`src/rtl/spc_audio_pkg.sv`:
```
// Shared types and constants for the SPC audio output path.
// Build option: SPC_FADER_RAMP_IN_EN adds the RAMP state (1 ms fade-in at song start).
package spc_audio_pkg;

    localparam int         SAMPLE_W   = 16;
    localparam logic [8:0] GAIN_UNITY = 9'd256;
    localparam logic [8:0] RAMP_STEP  = 9'd8;

    typedef enum logic [2:0] {
        ST_IDLE,
        ST_PLAY,
        ST_FADE,
        ST_DONE
`ifdef SPC_FADER_RAMP_IN_EN
        ,
        ST_RAMP
`endif
    } fader_state_e;

endpackage

```
`src/rtl/fader_mul.sv`:
```
// One channel of the fader: registers sample and gain, then registers
// (sample * gain) >>> 8 truncated to SAMPLE_W bits. Result holds between strobes.
module fader_mul
    import spc_audio_pkg::*;
(
    input  logic                       clk,
    input  logic                       reset,
    input  logic                       en1_i,
    input  logic                       en2_i,
    input  logic signed [SAMPLE_W-1:0] sample_i,
    input  logic [8:0]                 gain_i,
    output logic signed [SAMPLE_W-1:0] result_o
);

    localparam int PROD_W = SAMPLE_W + 10;

    logic signed [SAMPLE_W-1:0] sample_q;
    logic [8:0]                 gain_q;
    logic signed [PROD_W-1:0]   sample_x;
    logic signed [PROD_W-1:0]   gain_x;
    logic signed [SAMPLE_W-1:0] result_d;
    logic signed [SAMPLE_W-1:0] result_q;

    // Gain is unsigned, so it is zero-extended before the signed multiply.
    assign sample_x = {{(PROD_W-SAMPLE_W){sample_q[SAMPLE_W-1]}}, sample_q};
    assign gain_x   = {{(PROD_W-9){1'b0}}, gain_q};
    assign result_d = SAMPLE_W'((sample_x * gain_x) >>> 8);

    // NOTE: datapath registers are reset too, because the outputs must read zero during reset.
    always_ff @(posedge clk or posedge reset) begin
        if (reset) begin
            sample_q <= '0;
            gain_q   <= '0;
            result_q <= '0;
        end else begin
            if (en1_i) begin
                sample_q <= sample_i;
                gain_q   <= gain_i;
            end
            if (en2_i) begin
                result_q <= result_d;
            end
        end
    end

    assign result_o = result_q;

endmodule

```
`src/rtl/spc_fader.sv`:
```
// Per-song output fader: unity gain while playing, linear fade to silence, fade_done.
// Build option: SPC_FADER_RAMP_IN_EN ramps gain 0->256 over 32 samples after start.
module spc_fader
    import spc_audio_pkg::*;
#(
    parameter int FADE_W      = 16,
    parameter int SAMPLE_RATE = 32000
) (
    input  logic                       clk,
    input  logic                       reset,
    input  logic                       start,
    input  logic                       fade_start,
    input  logic [FADE_W-1:0]          fade_ms,
    input  logic                       in_valid,
    input  logic signed [SAMPLE_W-1:0] in_l,
    input  logic signed [SAMPLE_W-1:0] in_r,
    output logic                       out_valid,
    output logic signed [SAMPLE_W-1:0] out_l,
    output logic signed [SAMPLE_W-1:0] out_r,
    output logic [8:0]                 gain,
    output logic                       fade_done
);

    localparam int PER_W = FADE_W - 3;

    if (SAMPLE_RATE <= 0) begin : g_rate_check
        $error("spc_fader: SAMPLE_RATE must be positive");
    end

    fader_state_e     state_q, state_d;
    logic [8:0]       gain_q, gain_d;
    logic [PER_W-1:0] period_q, period_d;
    logic [PER_W-1:0] cnt_q, cnt_d;
    logic [PER_W-1:0] fade_period;
    logic             fade_go;
    logic             v1_q, v2_q;

    // fade_ms/8 samples per gain step gives fade_ms milliseconds at 32 kHz.
    assign fade_period = (fade_ms[FADE_W-1:3] == '0) ? PER_W'(1) : fade_ms[FADE_W-1:3];

`ifdef SPC_FADER_RAMP_IN_EN
    assign fade_go = fade_start && (state_q == ST_PLAY || state_q == ST_RAMP);
`else
    assign fade_go = fade_start && (state_q == ST_PLAY);
`endif

    always_comb begin
        // NOTE: every signal gets a default first so no path leaves it unassigned (no latch).
        state_d  = state_q;
        gain_d   = gain_q;
        period_d = period_q;
        cnt_d    = cnt_q;
        if (start) begin
`ifdef SPC_FADER_RAMP_IN_EN
            state_d = ST_RAMP;
            gain_d  = '0;
`else
            state_d = ST_PLAY;
            gain_d  = GAIN_UNITY;
`endif
            cnt_d   = '0;
        end else if (fade_go) begin
            if (fade_ms == '0 || gain_q == '0) begin
                state_d = ST_DONE;
                gain_d  = '0;
            end else begin
                state_d  = ST_FADE;
                period_d = fade_period;
                cnt_d    = '0;
            end
        end else begin
            case (state_q)
`ifdef SPC_FADER_RAMP_IN_EN
                ST_RAMP: if (in_valid) begin
                    gain_d = gain_q + RAMP_STEP;
                    if (gain_d == GAIN_UNITY) state_d = ST_PLAY;
                end
`endif
                ST_FADE: if (in_valid) begin
                    if (cnt_q == period_q - 1'b1) begin
                        cnt_d  = '0;
                        gain_d = gain_q - 1'b1;
                        if (gain_q == 9'd1) state_d = ST_DONE;
                    end else begin
                        cnt_d = cnt_q + 1'b1;
                    end
                end
                default: ;
            endcase
        end
    end

    // NOTE: sequential state uses non-blocking assignments only.
    always_ff @(posedge clk or posedge reset) begin
        if (reset) begin
            state_q  <= ST_IDLE;
            gain_q   <= '0;
            period_q <= '0;
            cnt_q    <= '0;
            v1_q     <= 1'b0;
            v2_q     <= 1'b0;
        end else begin
            state_q  <= state_d;
            gain_q   <= gain_d;
            period_q <= period_d;
            cnt_q    <= cnt_d;
            v1_q     <= in_valid;
            v2_q     <= v1_q;
        end
    end

    fader_mul u_mul_l (
        .clk      (clk),
        .reset    (reset),
        .en1_i    (in_valid),
        .en2_i    (v1_q),
        .sample_i (in_l),
        .gain_i   (gain_q),
        .result_o (out_l)
    );

    fader_mul u_mul_r (
        .clk      (clk),
        .reset    (reset),
        .en1_i    (in_valid),
        .en2_i    (v1_q),
        .sample_i (in_r),
        .gain_i   (gain_q),
        .result_o (out_r)
    );

    assign out_valid = v2_q;
    assign gain      = gain_q;
    assign fade_done = (state_q == ST_DONE);

endmodule

```
`config.mk`:
```
export PLATFORM = sky130hd
export DESIGN_NAME = spc_fader
export DESIGN_NICKNAME = d
export VERILOG_FILES = /design/src/rtl/spc_audio_pkg.sv /design/src/rtl/fader_mul.sv /design/src/rtl/spc_fader.sv
export SDC_FILE = /design/constraint.sdc
export NUM_CORES = 1
export LEC_CHECK = 0
export CAP_MARGIN = 20
export CORE_MARGIN = 2
export CORE_UTILIZATION = 35
export CTS_BUF_LIST = sky130_fd_sc_hd__clkbuf_4 sky130_fd_sc_hd__clkbuf_8
export DETAILED_ROUTE_END_ITERATION = 8
export DONT_BUFFER_PORTS = 1
export GPL_ROUTABILITY_DRIVEN = 0
export PLACE_DENSITY = 0.49
export SLEW_MARGIN = 20
export SYNTH_ARGS = -nofsm -noshare
export SYNTH_HDL_FRONTEND = slang
export SYNTH_SLANG_ARGS = --single-unit
```
`constraint.sdc`:
```
create_clock -name clk -period 6.8 [get_ports clk]
set_clock_uncertainty 0.1 [all_clocks]
set_input_delay 2.04 -clock clk [delete_from_list [all_inputs] [get_ports clk]]
set_output_delay 2.04 -clock clk [all_outputs]
set_load 0.02 [all_outputs]
```
==> results.json, run 1 <==
{
  "status": "finished clean",
  "cts-buffers-inserted": 9,
  "netlist_area_um2": 14500,
  "dp_hpwl_um": 26600,
  "cp.arrival_ns": 6.53,
  "min_to": "cnt_q[11]",
  "drt_iter0_drc": 390,
  "path_class": "reg -> reg",
  "dieHeight_um": 208,
  "cts_tree": "yes",
  "min_from": "cnt_q[11]",
  "grt_util_met1_pct": 21.5,
  "required_ns": 7.05,
  "period_share_pct": 92.4,
  "ant_nets": 0,
  "busiest_layer": "met2",
  "ys_types": 58,
  "layout-drive-gt1-share_pct": 8.13,
  "nets": 1856,
  "synth_largest_area_cell": "fa_1",
  "r2r_setup_slack_ns": 0.51,
  "hold_viol": 0,
  "met2_usage_pct": 30.2,
  "antenna_found_initial": 2,
  "reg2reg_depth": 19,
  "critPathBufInv": 5,
  "cts_hold_buf": 0,
  "grt_start_max_net_pins": 72,
  "ios": 96,
  "syn_inst": 1515,
  "grt_pass1_wl_um": 58200,
  "path_max_fanout": 18,
  "wl_per_cell_um": 16.8,
  "clock_sinks": 112,
  "synth_commonest_cells": "294 x inv_1, 228 x fa_1, 168 x nand2_1, 137 x and2_1, 112 x dfrtp_1",
  "globalRouteTotalUtil_pct": 17.0,
  "critical_path.top_delay_family": "adder cells",
  "maxSlewHeadroom_pct": 35.9,
  "yosysMostFrequentCell": "inv_1",
  "critical_path.reg2reg.endpoint": "u_mul_r.result_o[14]",
  "synth-edff-count": 0,
  "end_kind": "register",
  "slowest_delay_ns": 0.76,
  "vias": 9716,
  "slew_violations": 0,
  "synth_warnings": 0,
  "grt_pass1_vias": 10929,
  "wl_um": 33700,
  "syn_avg_cell_area_um2": 9.60,
  "rsz0062_at_grt": "false",
  "ys_async_sr_fraction_pct": 100,
  "worst_pin_slew_ns": 0.962,
  "core-area_um2": 40900,
  "synth-main-ff-cell": "dfrtp_1",
  "die-area_um2": 43200,
  "yosysSeqAreaShare_pct": 19.3,
  "postCtsSetupRepairBufs": 0,
  "cap_violations": 0,
  "setup_tns_ns": 0,
  "synth-seq-cells": 112,
  "hold_depth": 1,
  "crit_path_cell_trace": "nand2_1, fa_1, inv_1, fa_1, inv_1, fa_1, inv_1, fa_1, inv_1, fa_1, inv_1, ha_1, a21oi_1, o22ai_1, o31ai_1, o21ai_0, a2111oi_2, or4_1, o211ai_1",
  "cp-start-kind": "register",
  "firstDrtPassIters": 4,
  "grt_use_met3_pct": 3.03,
  "syn-num-nets": 1900,
  "period_minus_slack_ns": 6.29,
  "portBuffers": 0,
  "synth_top_area_share_pct": 31.4,
  "vias_per_cell": 4.83,
  "max_freq_mhz": 159,
  "finalSetupViolCount": 0,
  "path_clk_slew_ns": 0.14,
  "cts_max_path_buffers": 2,
  "drc": 0,
  "start_util_pct": 35.5,
  "hold_class": "reg -> reg",
  "die_x_um": 208,
  "synthTopCellsByArea": "fa_1 31%, dfrtp_1 19%, ha_1 8.9%",
  "overflow": 0,
  "clock-root-buffer": "clkbuf_8",
  "row_count": 74,
  "clk_latency_ns": 0.47,
  "area_growth_syn_to_layout_pct": 5.07,
  "r2r_start": "u_mul_l.gain_q[1]",
  "crit_slowest_cell": "dfrtp_1",
  "h-tree-depth": 3
}
-- worst max-delay path by stage --
stage | start | end | cells after the start
5_1_grt | u_mul_l.gain_q[1] | u_mul_r.result_o[15] | 19
2_1_floorplan | u_mul_l.gain_q[1] | u_mul_r.result_o[14] | 19
3_3_place_gp | u_mul_l.gain_q[1] | u_mul_r.result_o[14] | 19
6_report | u_mul_l.gain_q[1] | u_mul_r.result_o[14] | 19
3_5_place_dp | u_mul_l.gain_q[1] | u_mul_r.result_o[14] | 19
4_1_cts | u_mul_l.gain_q[1] | u_mul_r.result_o[14] | 19
-- cell families (layout without fill, tap and decap cells) --
logic type	count (synthesis)	after routing	synth area share [%]
AOI/OAI and AO/OA	118	118	5.37
xor gates and xnor gates	62	62	3.73
adders and majority gates	332	332	40.3
buffers and inverters	367	328	9.51
DFF	112	112	19.3
muxes	75	75	5.79
other	0	2	0
and+or+nand+nor	449	449	16.0
-- per-stage QoR --
step	hold WS (ns)	setup slack (ns)	area (um^2)	util [%]	instances
floorplan	0.252	1.26	14500	-	1515
global placement	0.420	0.459	15100	36.8	1992
detailed placement	0.425	0.315	15100	36.8	1992
CTS	0.444	0.284	15300	37.3	2008
global route	0.478	0.0291	15300	37.3	2008
finish	0.441	0.514	15300	37.3	2010
-- cells in the final DEF (no fill, tap or decap), types with 25 or more instances in the layout --
master,Yosys,layout
mux2_2,73,73
a21oi_1,27,27
dfrtp_1,112,112
and2_1,137,137
fa_1,228,228
nand2_1,168,168
xnor2_1,41,41
o21ai_0,25,25
inv_1,294,293
ha_1,104,104
nor2_1,34,34
-- area by class of cell --
class                      count  area, um^2
fill                        4174       25600
antenna                        2        5.00
clock inverter                 7        80.1
sequential                   112        2800
clock buffer                   9         124
multi-input combinational   1036       10400
tap                          532         666
inverter                     294        1110
timing repair buffer          18         135
-- flip-flops by register name, summed over array words and instances, names as in the netlist --
signal	count
cnt_q	13
state_q	2
gain	9
period_q	13
u_mul_l.sample_q	16
u_mul_l.result_o	16
out_valid	1
u_mul_r.sample_q	16
u_mul_l.gain_q	9
u_mul_r.result_o	16
v1_q	1
-- timing repair --
action | CTS | global route
endpoints found under the hold margin | 0 | 0
resized for setup | 0 | 1
setup endpoints to repair | 0 | 2
-- layer usage --
metal	share of wire [%]	routed length [um]
met5	0	0
met2	51	17300
met4	1.3	448
met1	45	15100
met3	2.6	873
Power of run 1 is not shown: default switching activity piles up to over one toggle a cycle in this logic, so the estimate is an artifact.
==> run 2: changes to the inputs <==
Settings changed: CORE_MARGIN 2 to 5.
==> results.json, run 2 (same netlist as run 1, synthesis figures left out) <==
{
  "drt_iter0_drc": 374,
  "busiest_layer": "met2",
  "clk_latency_ns": 0.47,
  "end_kind": "register",
  "final_core_util_pct": 37.2,
  "firstDrtPassIters": 5,
  "path_class": "reg -> reg",
  "r2r_start": "u_mul_l.gain_q[1]",
  "drc": 0,
  "start_util_pct": 35.5,
  "path_clk_slew_ns": 0.12,
  "slowest_delay_ns": 0.73,
  "maxSlewHeadroom_pct": 35.0,
  "dieHeight_um": 214,
  "row_count": 74,
  "rsz0062_at_grt": "false",
  "cts_max_path_buffers": 2,
  "layout_commonest_cell": "inv_1",
  "final_cell_mix": "293 x inv_1, 228 x fa_1, 168 x nand2_1",
  "h-tree-depth": 3,
  "clock_sinks": 112,
  "required_ns": 7.09,
  "overflow": 0,
  "nets": 1851,
  "dp_cells": 1987,
  "cp.arrival_ns": 6.51,
  "reg2reg_depth": 19,
  "cts-buffers-inserted": 9,
  "grt_use_met3_pct": 2.93,
  "layout.cells.non_filler": 2004,
  "antenna_found_initial": 4,
  "cp-start-kind": "register",
  "met2_usage_pct": 29.2,
  "crit_slowest_cell": "dfrtp_1",
  "ios": 96,
  "grt_util_met1_pct": 20.4,
  "die_x_um": 214,
  "cts_tree": "yes",
  "vias": 9754,
  "dp_hpwl_um": 26600,
  "portBuffers": 0,
  "period_share_pct": 91.5,
  "status": "finished clean",
  "min_from": "cnt_q[5]",
  "vias_per_cell": 4.87,
  "clock-root-buffer": "clkbuf_8",
  "setup_tns_ns": 0,
  "worst_pin_slew_ns": 0.971,
  "grt_pass1_wl_um": 58500,
  "wl_um": 34300,
  "globalRouteTotalUtil_pct": 16.2,
  "ant_nets": 0,
  "area_growth_syn_to_layout_pct": 4.90,
  "cap_violations": 0,
  "crit_path_cell_trace": "nand2_1, fa_1, inv_1, fa_1, inv_1, fa_1, inv_1, fa_1, inv_1, fa_1, inv_1, ha_1, nand4_1, nor3_1, o31ai_1, o21ai_0, a2111oi_2, or4_1, nand3_1",
  "max_freq_mhz": 161,
  "critical_path.startpoint": "u_mul_l.gain_q[1]",
  "wl_per_cell_um": 17.1,
  "core-area_um2": 41000,
  "grt_pass1_vias": 11062,
  "hold_depth": 1,
  "period_minus_slack_ns": 6.22,
  "finalSetupViolCount": 0,
  "hold_viol": 0,
  "grt_start_max_net_pins": 75,
  "layout-drive-gt1-share_pct": 7.82,
  "die-area_um2": 45700,
  "hold_class": "reg -> reg",
  "slew_violations": 0,
  "path_max_fanout": 17
}
[run 2: cell types whose count changed in the layout (fill, tap and decap cells not counted), sizes merged]
cell / change
buf: -5
bufinv: +1
inv: -2
[run 2: repair_timing]
item / in CTS / in global routing
setup buffers: 0 / 0
endpoints found under the setup margin: 0 / 2
resized for setup: 0 / 1
hold buffers: 0 / 0
[run 2: final timing paths]
path	end	slack [ns]
hold / removal	cnt_q[5]	0.44
min in group asynchronous	u_mul_l.sample_q[9]	1.45
max in group asynchronous	u_mul_r.result_o[8]	4.09
setup reg to reg	u_mul_r.result_o[15]	0.58
setup / recovery	u_mul_r.result_o[15]	0.58
hold reg to reg	cnt_q[5]	0.44
[run 2: worst max-delay path: cells and delay by family, from the launching register on]
family / cells / cell delay, ns
DFF: 1 / 0.73
and+or+nand+nor: 5 / 1.32
AOI/OAI and AO/OA: 3 / 0.89
buffers and inverters: 5 / 0.25
adders and majority gates: 6 / 2.86
[run 2: metrics by stage]
| step | area [um^2] | setup WS (ns) | hold slack, ns |
|---|---|---|---|
| 5_1_grt | 15300 | 0.161 | 0.461 |
| 3_5_place_dp | 15000 | 0.321 | 0.423 |
| 2_1_floorplan | 14500 | 1.26 | 0.252 |
| 6_report | 15300 | 0.580 | 0.440 |
| 4_1_cts | 15200 | 0.288 | 0.442 |
| 3_3_place_gp | 15000 | 0.392 | 0.423 |
[run 2: area by class of cell]
type | instances | area [um^2]
antenna | 2 | 5.00
clock buffer | 9 | 124
clock inverter | 6 | 86.3
fill | 4182 | 25800
inverter | 294 | 1110
multi-input combinational | 1036 | 10400
sequential | 112 | 2800
tap | 532 | 666
timing repair buffer | 13 | 97.6
[run 2: layer usage]
metal	wire [um]	vias to the layer above	part of all wire, %
li1	-	4584	-
met1	15200	5031	44
met2	17700	113	52
met3	1050	22	3.1
met4	372	4	1.1
met5	28	-	0.082
Power of run 2 is left out for the same reason.
